<file path="src/rtl/regbank_wr_arb_pkg.sv">
// Shared definitions for the register-bank write arbiter: FSM state and grant-source encodings
// plus default bank geometry.
package regbank_defs;

    typedef enum logic {
        IDLE  = 1'b0,
        WRITE = 1'b1
    } state_t;

    typedef enum logic {
        GNT_CORE = 1'b0,
        GNT_APB  = 1'b1
    } gnt_t;

    localparam int DEF_DW   = 16;
    localparam int DEF_NREG = 8;
    localparam int DEF_AW   = 3;

endpackage

</file>
<file path="src/rtl/arb_starve_cnt.sv">
// Counts consecutive core grants taken while APB was waiting; raises force_apb once the
// count reaches MAX_WAIT so the next IDLE decision goes to APB.
module arb_starve_cnt #(
    parameter int MAX_WAIT = 4
) (
    input  logic clk,
    input  logic rst,
    input  logic upd,
    input  logic apb_req,
    input  logic apb_gnt,
    input  logic core_gnt,
    output logic force_apb
);

    localparam int CW = $clog2(MAX_WAIT + 1);
    localparam logic [CW-1:0] CNT_MAX = CW'(MAX_WAIT);

    logic [CW-1:0] cnt_reg;

    // Only IDLE cycles carry an arbitration decision, so the count moves only then.
    always_ff @(posedge clk) begin
        if (rst) begin
            cnt_reg <= '0;
        end else if (upd) begin
            if (!apb_req || apb_gnt) begin
                cnt_reg <= '0;
            end else if (core_gnt && (cnt_reg != CNT_MAX)) begin
                cnt_reg <= cnt_reg + 1'b1;
            end
        end
    end

    assign force_apb = (cnt_reg == CNT_MAX);

endmodule

</file>
<file path="src/rtl/regbank_wr_arb.sv">
// Write arbiter sharing NREG bank registers between the APB host and the 1553B core.
// Define REG_ARB_XCHECK_EN to add a simulation-only X/one-hot/ack checker.
module regbank_wr_arb
    import regbank_defs::*;
#(
    parameter int DW       = DEF_DW,
    parameter int NREG     = DEF_NREG,
    parameter int AW       = DEF_AW,
    parameter int MAX_WAIT = 4
) (
    input  logic            clk,
    input  logic            rst,
    input  logic            apb_req,
    input  logic [AW-1:0]   apb_addr,
    input  logic [DW-1:0]   apb_wdata,
    output logic            apb_ack,
    input  logic            core_req,
    input  logic [AW-1:0]   core_addr,
    input  logic [DW-1:0]   core_wdata,
    output logic            core_ack,
    output logic            addr_err,
    output logic [NREG-1:0] reg_en,
    output logic [DW-1:0]   reg_wdata
);

    state_t          state_reg;
    logic            force_apb;
    logic            is_idle;
    logic            any_req;
    logic            apb_win;
    gnt_t            gnt_src;
    logic [AW-1:0]   sel_addr;
    logic [DW-1:0]   sel_wdata;
    logic            addr_ok;
    logic [NREG-1:0] dec;

    assign is_idle   = (state_reg == IDLE);
    assign any_req   = apb_req | core_req;
    // Core has priority unless APB has been passed over MAX_WAIT times in a row.
    assign apb_win   = apb_req && (!core_req || force_apb);
    assign gnt_src   = apb_win ? GNT_APB : GNT_CORE;
    assign sel_addr  = (gnt_src == GNT_APB) ? apb_addr  : core_addr;
    assign sel_wdata = (gnt_src == GNT_APB) ? apb_wdata : core_wdata;
    assign addr_ok   = (int'(sel_addr) < NREG);

    generate
        for (genvar gi = 0; gi < NREG; gi++) begin : g_dec
            assign dec[gi] = addr_ok && (sel_addr == AW'(gi));
        end
    endgenerate

    arb_starve_cnt #(
        .MAX_WAIT (MAX_WAIT)
    ) u_starve (
        .clk       (clk),
        .rst       (rst),
        .upd       (is_idle),
        .apb_req   (apb_req),
        .apb_gnt   (apb_win),
        .core_gnt  (core_req && !apb_win),
        .force_apb (force_apb)
    );

    always_ff @(posedge clk) begin
        if (rst) begin
            state_reg <= IDLE;
            reg_en    <= '0;
            reg_wdata <= '0;
            apb_ack   <= 1'b0;
            core_ack  <= 1'b0;
            addr_err  <= 1'b0;
        end else begin
            reg_en   <= '0;
            apb_ack  <= 1'b0;
            core_ack <= 1'b0;
            addr_err <= 1'b0;
            case (state_reg)
                IDLE: begin
                    if (any_req) begin
                        state_reg <= WRITE;
                        reg_en    <= dec;
                        apb_ack   <= (gnt_src == GNT_APB);
                        core_ack  <= (gnt_src == GNT_CORE);
                        addr_err  <= !addr_ok;
                        // A rejected write leaves the data bus untouched.
                        if (addr_ok) begin
                            reg_wdata <= sel_wdata;
                        end
                    end
                end
                WRITE:   state_reg <= IDLE;
                default: state_reg <= IDLE;
            endcase
        end
    end

`ifdef REG_ARB_XCHECK_EN
    always @(posedge clk) begin
        if (!rst && ($isunknown(apb_req) || $isunknown(core_req))) begin
            $error("regbank_wr_arb: X on request input");
        end
        if (!$onehot0(reg_en)) begin
            $error("regbank_wr_arb: reg_en not zero/one-hot: %b", reg_en);
        end
        if (apb_ack && core_ack) begin
            $error("regbank_wr_arb: both acks high");
        end
    end
`else
    // Checker not built; logic above is identical either way.
`endif

endmodule
</file>
<file path="config.mk">
export PLATFORM = sky130hd
export DESIGN_NAME = regbank_wr_arb
export DESIGN_NICKNAME = d
export VERILOG_FILES = /design/src/rtl/regbank_wr_arb_pkg.sv /design/src/rtl/arb_starve_cnt.sv /design/src/rtl/regbank_wr_arb.sv
export SDC_FILE = /design/constraint.sdc
export NUM_CORES = 1
export LEC_CHECK = 0
export ABC_AREA = 1
export CAP_MARGIN = 10
export CORE_MARGIN = 5
export CORE_UTILIZATION = 30
export CTS_BUF_LIST = sky130_fd_sc_hd__clkbuf_8 sky130_fd_sc_hd__clkbuf_16
export CTS_CLUSTER_SIZE = 25
export DETAILED_ROUTE_END_ITERATION = 16
export GPL_TIMING_DRIVEN = 0
export PLACE_DENSITY_LB_ADDON = 0.25
export SYNTH_ARGS = -nofsm -noshare
export SYNTH_HDL_FRONTEND = slang
export SYNTH_SLANG_ARGS = --single-unit
</file>
<file path="constraint.sdc">
create_clock -name clk -period 1.7 [get_ports clk]
set_clock_uncertainty 0.2 [all_clocks]
set_input_delay 0.51 -clock clk [delete_from_list [all_inputs] [get_ports clk]]
set_output_delay 0.51 -clock clk [all_outputs]
set_load 0.01 [all_outputs]
</file>
# After elaboration in Yosys (flattened, before gate mapping)
# Cells that the tools add are included.
# W data, S select, Z words.
dict set report totals {
  reg_bits 30
  inputBits 42
  out_inout_bits 27
}
dict set report classes {
  n_addsub 1
  n_eq_ne 9
  mux 7
  bitwise 4
  n_reduce_logical 13
}
# op count
set op_table {}
lappend op_table {{$mux W16} 1}
lappend op_table {{$eq A3 B3 Y1 const B} 5}
lappend op_table {{$mux W3} 3}
lappend op_table {{$eq A3 B2 Y1 const B} 2}
lappend op_table {{$reduce_and A2 Y1} 2}
lappend op_table {{$add A3 B1 Y3 const B} 1}
lappend op_table {{$eq A3 B1 Y1 const B} 1}
lappend op_table {{$logic_and A1 B1 Y1} 3}
lappend op_table {{$logic_not A1 Y1} 3}
lappend op_table {{$logic_not A3 Y1} 1}
lappend op_table {{$ne A3 B3 Y1 const B} 1}
lappend op_table {{$not A1 Y1} 3}
lappend op_table {{$reduce_or A3 Y1} 1}
lappend op_table {{$logic_or A1 B1 Y1} 2}
lappend op_table {{$mux W1} 2}
lappend op_table {{$pmux W1 S2} 1}
lappend op_table {{$reduce_bool A2 Y1} 1}
lappend op_table {{$or A1 B1 Y1} 1}

# Longest topological paths before layout
dict set report logic_depth {
  ltp_word 8
  ltp_mapped 10
  ltp_nobuf 9
}

# By module
# From an unflattened synthesis, not the netlist that was laid out.
dict set report hier_totals {
  hier_cells 219
  area_unflattened_um2 1552.7
}
# mod instances cells_per_inst area_each_um2 seq_area_each_um2
set modules_own_cells {}
lappend modules_own_cells {regbank_wr_arb 1 187 1333.8 540.5}
lappend modules_own_cells {arb_starve_cnt 1 32 219.0 60.1}

# Least setup slack after synthesis
# Ideal clock, no wire load.
dict set report synth_timing {
  path_type {flip-flop to flip-flop}
  from {reg u_starve.cnt_reg[0]}
  to {reg reg_wdata[10]}
  setup_time_ns 0.115
  arrival_ns 1.193
  required_ns 1.385
  path_slack_ns 0.193
  path_stages_with_launch 11
  period_less_slack_ns 1.507
  path_cell_list {dfxtp_1 inv_1 ha_1 nand2_1 nand2_1 buf_4 buf_6 nand3_1 nand2_1 nor2_1 nor2_1}
}
dict set report synth_via {
  elab_chain_cells 5
}
# item line
set synth_lines {}
lappend synth_lines {{start, declared} arb_starve_cnt.sv:18} ;# logic [CW-1:0] cnt_reg;
lappend synth_lines {{start signal, assigned} arb_starve_cnt.sv:28} ;# cnt_reg <= cnt_reg + 1'b1;
lappend synth_lines {{$eq A3 B3 Y1} arb_starve_cnt.sv:33} ;# assign force_apb = (cnt_reg == CNT_MAX);
lappend synth_lines {{$logic_or A1 B1 Y1} regbank_wr_arb.sv:40} ;# assign apb_win = apb_req && (!core_req || force_apb);
lappend synth_lines {{$logic_and A1 B1 Y1} regbank_wr_arb.sv:40}
lappend synth_lines {{$mux W1} regbank_wr_arb.sv:41} ;# assign gnt_src = apb_win ? GNT_APB : GNT_CORE;
lappend synth_lines {{$mux W16} regbank_wr_arb.sv:43} ;# assign sel_wdata = (gnt_src == GNT_APB) ? apb_wdata : core_wdata;
lappend synth_lines {{end signal, assigned} regbank_wr_arb.sv:87} ;# reg_wdata <= sel_wdata;
lappend synth_lines {{end, declared} regbank_wr_arb.sv:23} ;# output logic [DW-1:0] reg_wdata
# No other way between the ends.
# A chain may end at the register's enable or synchronous reset.

# Final worst setup path
dict set report layout_timing {
  from {in apb_req}
  to {reg reg_wdata[10]}
}
dict set report layout_via {
  elab_chain_cells 3
  word_cells_on_any_way 5
}
# item line
set layout_lines {}
lappend layout_lines {{start, declared} regbank_wr_arb.sv:13} ;# input logic apb_req,
lappend layout_lines {{$logic_and A1 B1 Y1} regbank_wr_arb.sv:40}
lappend layout_lines {{$mux W1} regbank_wr_arb.sv:41}
lappend layout_lines {{$mux W16} regbank_wr_arb.sv:43}
# Several ways; a longest one is shown, not always the timed one.

==> impl_metrics.py <==
metrics = {
    "clock_tree": {
        "clkSinkCount": 30,
        "hold_buffers": 0,
        "ctsLongestPathBuffers": 2,
        "cts_buffers": 5,
        "clk_latency_ns": 0.28,
        "cts_tree": "built",
        "cts-root-buf": "clkbuf_8",
        "htreeDepth": 2,
        "clk_pin_slew_ns": 0.06,
        "cts_setup_buffers": 0,
    },
    "routing": {
        "first_pass_iters": 4,
        "drtAntennaViolNets": 0,
        "drt_wl_total_um": 4013,
        "first_iter_violations": 41,
        "drt-wirelength-per-cell_um": 12.09,
        "drcViolationCount": 0,
        "vias": 1475,
        "routed_via_density": 4.443,
    },
    "timing": {
        "setup_viol": 0,
        "hold_ws_ns": 0.3076,
        "final_max_slew_viol_count": 0,
        "hold_viol": 0,
        "fin_crit_sh": 0.9552,
        "finalSetupTns_ns": 0,
        "rsz0062_at_grt": "yes",
        "fin_crit_ns": 1.624,
        "fmax_ghz": 0.6158,
    },
    "synthesis": {
        "syn_area_um2": 1444,
        "synth_cells": 202,
        "synth_top_area_frac": 0.4159,
        "avgSynthCellArea_um2": 7.148,
        "async_flop_share": 0,
        "yosys.area.top_type": "dfxtp_1",
        "yosys.cell_count.top_type": "nor2_1",
        "synth.distinct_cells": 21,
        "yosys_warnings": 0,
        "netlist_top_cells_count": "43 x nor2_1, 37 x nand2_1, 30 x dfxtp_1",
        "synth-seq-cells": 30,
        "ys_seq_area_frac": 0.4159,
        "synth-edff-count": 0,
        "synth_fp_nets": 246,
        "synthFlopType": "dfxtp_1",
        "ys_top_cells_by_area": "dfxtp_1 42%, nor2_1 11%, nand2_1 9.6%",
    },
    "final_layout": {
        "fin_cells": 332,
        "seq_area_um2": 603.1,
        "multi_input_area_um2": 732.0,
        "post-route-util": 0.4875,
        "fill_cells": 482,
        "n_antenna_cell": 0,
        "synthToLayoutAreaGrowth_pct": 58.41,
        "largest_reg_flops": 16,
        "layout-drive-gt1-share": 0.1115,
        "nets": 321,
    },
    "die": {
        "fp.dieW_um": 79.38,
        "initial_core_util": 0.3077,
        "die_h_um": 79.38,
        "core_area_um2": 4692,
        "io_pins": 69,
        "die_area_um2": 6300,
        "core.rowCount": 25,
    },
    "worst_setup_path": {
        "cp_slowest_cell": "clkbuf_1",
        "path_cells": "dlygate4sd2_1 -> clkbuf_1 -> a21boi_0 -> nor2_2 -> nor2_1",
        "crit_buf_inv": 2,
        "critPathMaxStageDelay_ns": 0.38,
        "critPathKind": "input port to flop",
        "crit_required_ns": 1.67,
        "critPathLaunchType": "input port",
        "cp-end-kind": "flop",
        "cpLargestDelayFamily": "buffers and inverters",
        "path_max_fanout": 10,
        "critical_path_arrival_ns": 1.60,
    },
    "grt": {
        "grt_use_total": 0.1326,
        "antenna_found_initial": 0,
        "grt_pass1_wl_um": 6430,
        "grt_max_degree": 11,
        "globalRouteOverflowTotal": 0,
        "grt_pass1_vias": 1373,
    },
    "placed_design": {
        "dp_cells": 323,
        "place.gp.congestion": 0.8139,
        "hpwl_um": 3080,
        "portBuffers": 67,
    },
    "job": {
        "cap_violations": 0,
    },
    "power_and_ir_drop": {
        "netSwitchingFraction": 0.2594,
        "static-leakage-power_nw": 1.102,
        "p_clk_frac": 0.368,
        "seqPwrFrac": 0.411,
        "ir_drop_v": 0.0003463,
        "p_sw_mw": 0.4900,
        "power.density_nw_per_um2": 825.7,
        "combPwrFrac": 0.221,
        "power.internal_mw": 1.399,
        "total_power_mw": 1.889,
    },
    "worst_hold_path": {
        "min_path_type": "flop to flop",
    },
    "outcome": {
        "outcome": "finished, final reports clean",
    },
}
==> layer usage <==
| metal | vias up | GRT usage | wire length, um |
|---|---|---|---|
| met5 | - | 0 | 0 |
| met4 | 0 | 0.04124 | 59 |
| met3 | 6 | 0.04515 | 237 |
| met2 | 39 | 0.2155 | 1891 |
| met1 | 636 | 0.1650 | 1824 |
| li1 | 794 | - | - |
==> final cells by class <==
cell class / instances / area share
plain buffers: 14 / 0.04103
repair buffers: 68 / 0.2801
flip-flops and latches: 30 / 0.2637
well taps: 54 / 0.02954
clock buffers: 5 / 0.03009
inverters: 11 / 0.01805
multi-input cells: 147 / 0.3200
clock inverters: 3 / 0.01751
==> worst min-delay path, delay by kind of cell (launching register included) <==
kind	cells	cell delay (ns)
flops	1	0.32
compound gates	1	0.07
simple gates	1	0.08
==> through the flow <==
stage,cell area [um2],worst slack (ns)
2_1_floorplan,1444,0.1927
3_3_place_gp,2182,-0.4724
3_5_place_dp,2182,-0.4688
4_1_cts,2268,0.006518
5_1_grt,2287,-0.003219
6_report,2287,0.07612
==> layout by cell type (no fill, tap or decap), types with 2 or more instances in the layout <==
cell             Yosys  routed
nor2_1              43      41
clkdlybuf4s50_1      0      39
nand2_1             37      36
dfxtp_1             30      28
dlygate4sd2_1        0      28
nand3_1             23      23
o21ai_1             17      17
inv_1               11      10
a21boi_0             8       8
a21boi_1             8       8
buf_2                6       6
buf_4                4       5
clkbuf_8             0       5
nor2_4               1       2
buf_6                1       2
nor2_2               1       2
xor2_1               2       2
ha_1                 2       2
clkinv_2             0       2
dfxtp_2              0       2
==> power groups by stage <==
stage	Combinational [mW]	Sequential, mW	Clock (mW)
floorplan	0.191	0.812	0
global placement	0.437	0.792	0
detailed placement	0.441	0.792	0
CTS	0.416	0.775	0.706
global route	0.465	0.781	0.740
finish	0.417	0.775	0.696
==> cells by family (layout without fill, tap and decap cells) <==
family / Yosys count / count (layout) / synth area share
flops: 30 / 30 / 0.4159
xor+xnor: 2 / 2 / 0.01213
simple gates: 108 / 108 / 0.3206
fa+ha+maj: 2 / 2 / 0.01733
buf+inv: 25 / 101 / 0.08579
compound gates: 34 / 34 / 0.1456
other cells: 1 / 1 / 0.002597
==> worst paths after layout <==
path | to | start | slack [ns] | cells past startpoint
hold reg to reg | reg_wdata[2] | reg_wdata[2] | 0.31 | 2
setup / recovery | reg_wdata[10] | apb_req | 0.08 | 5
setup reg to reg | reg_wdata[10] | u_starve.cnt_reg[0] | 0.12 | 10
hold / removal | reg_wdata[2] | reg_wdata[2] | 0.31 | 2
==> what timing repair did <==
action / in CTS / in global routing
setup endpoints to repair: 42 / 19
gates resized for setup: 33 / 8
gates cloned: 0 / 1
Note: power is estimated with default switching activity, not from simulation.
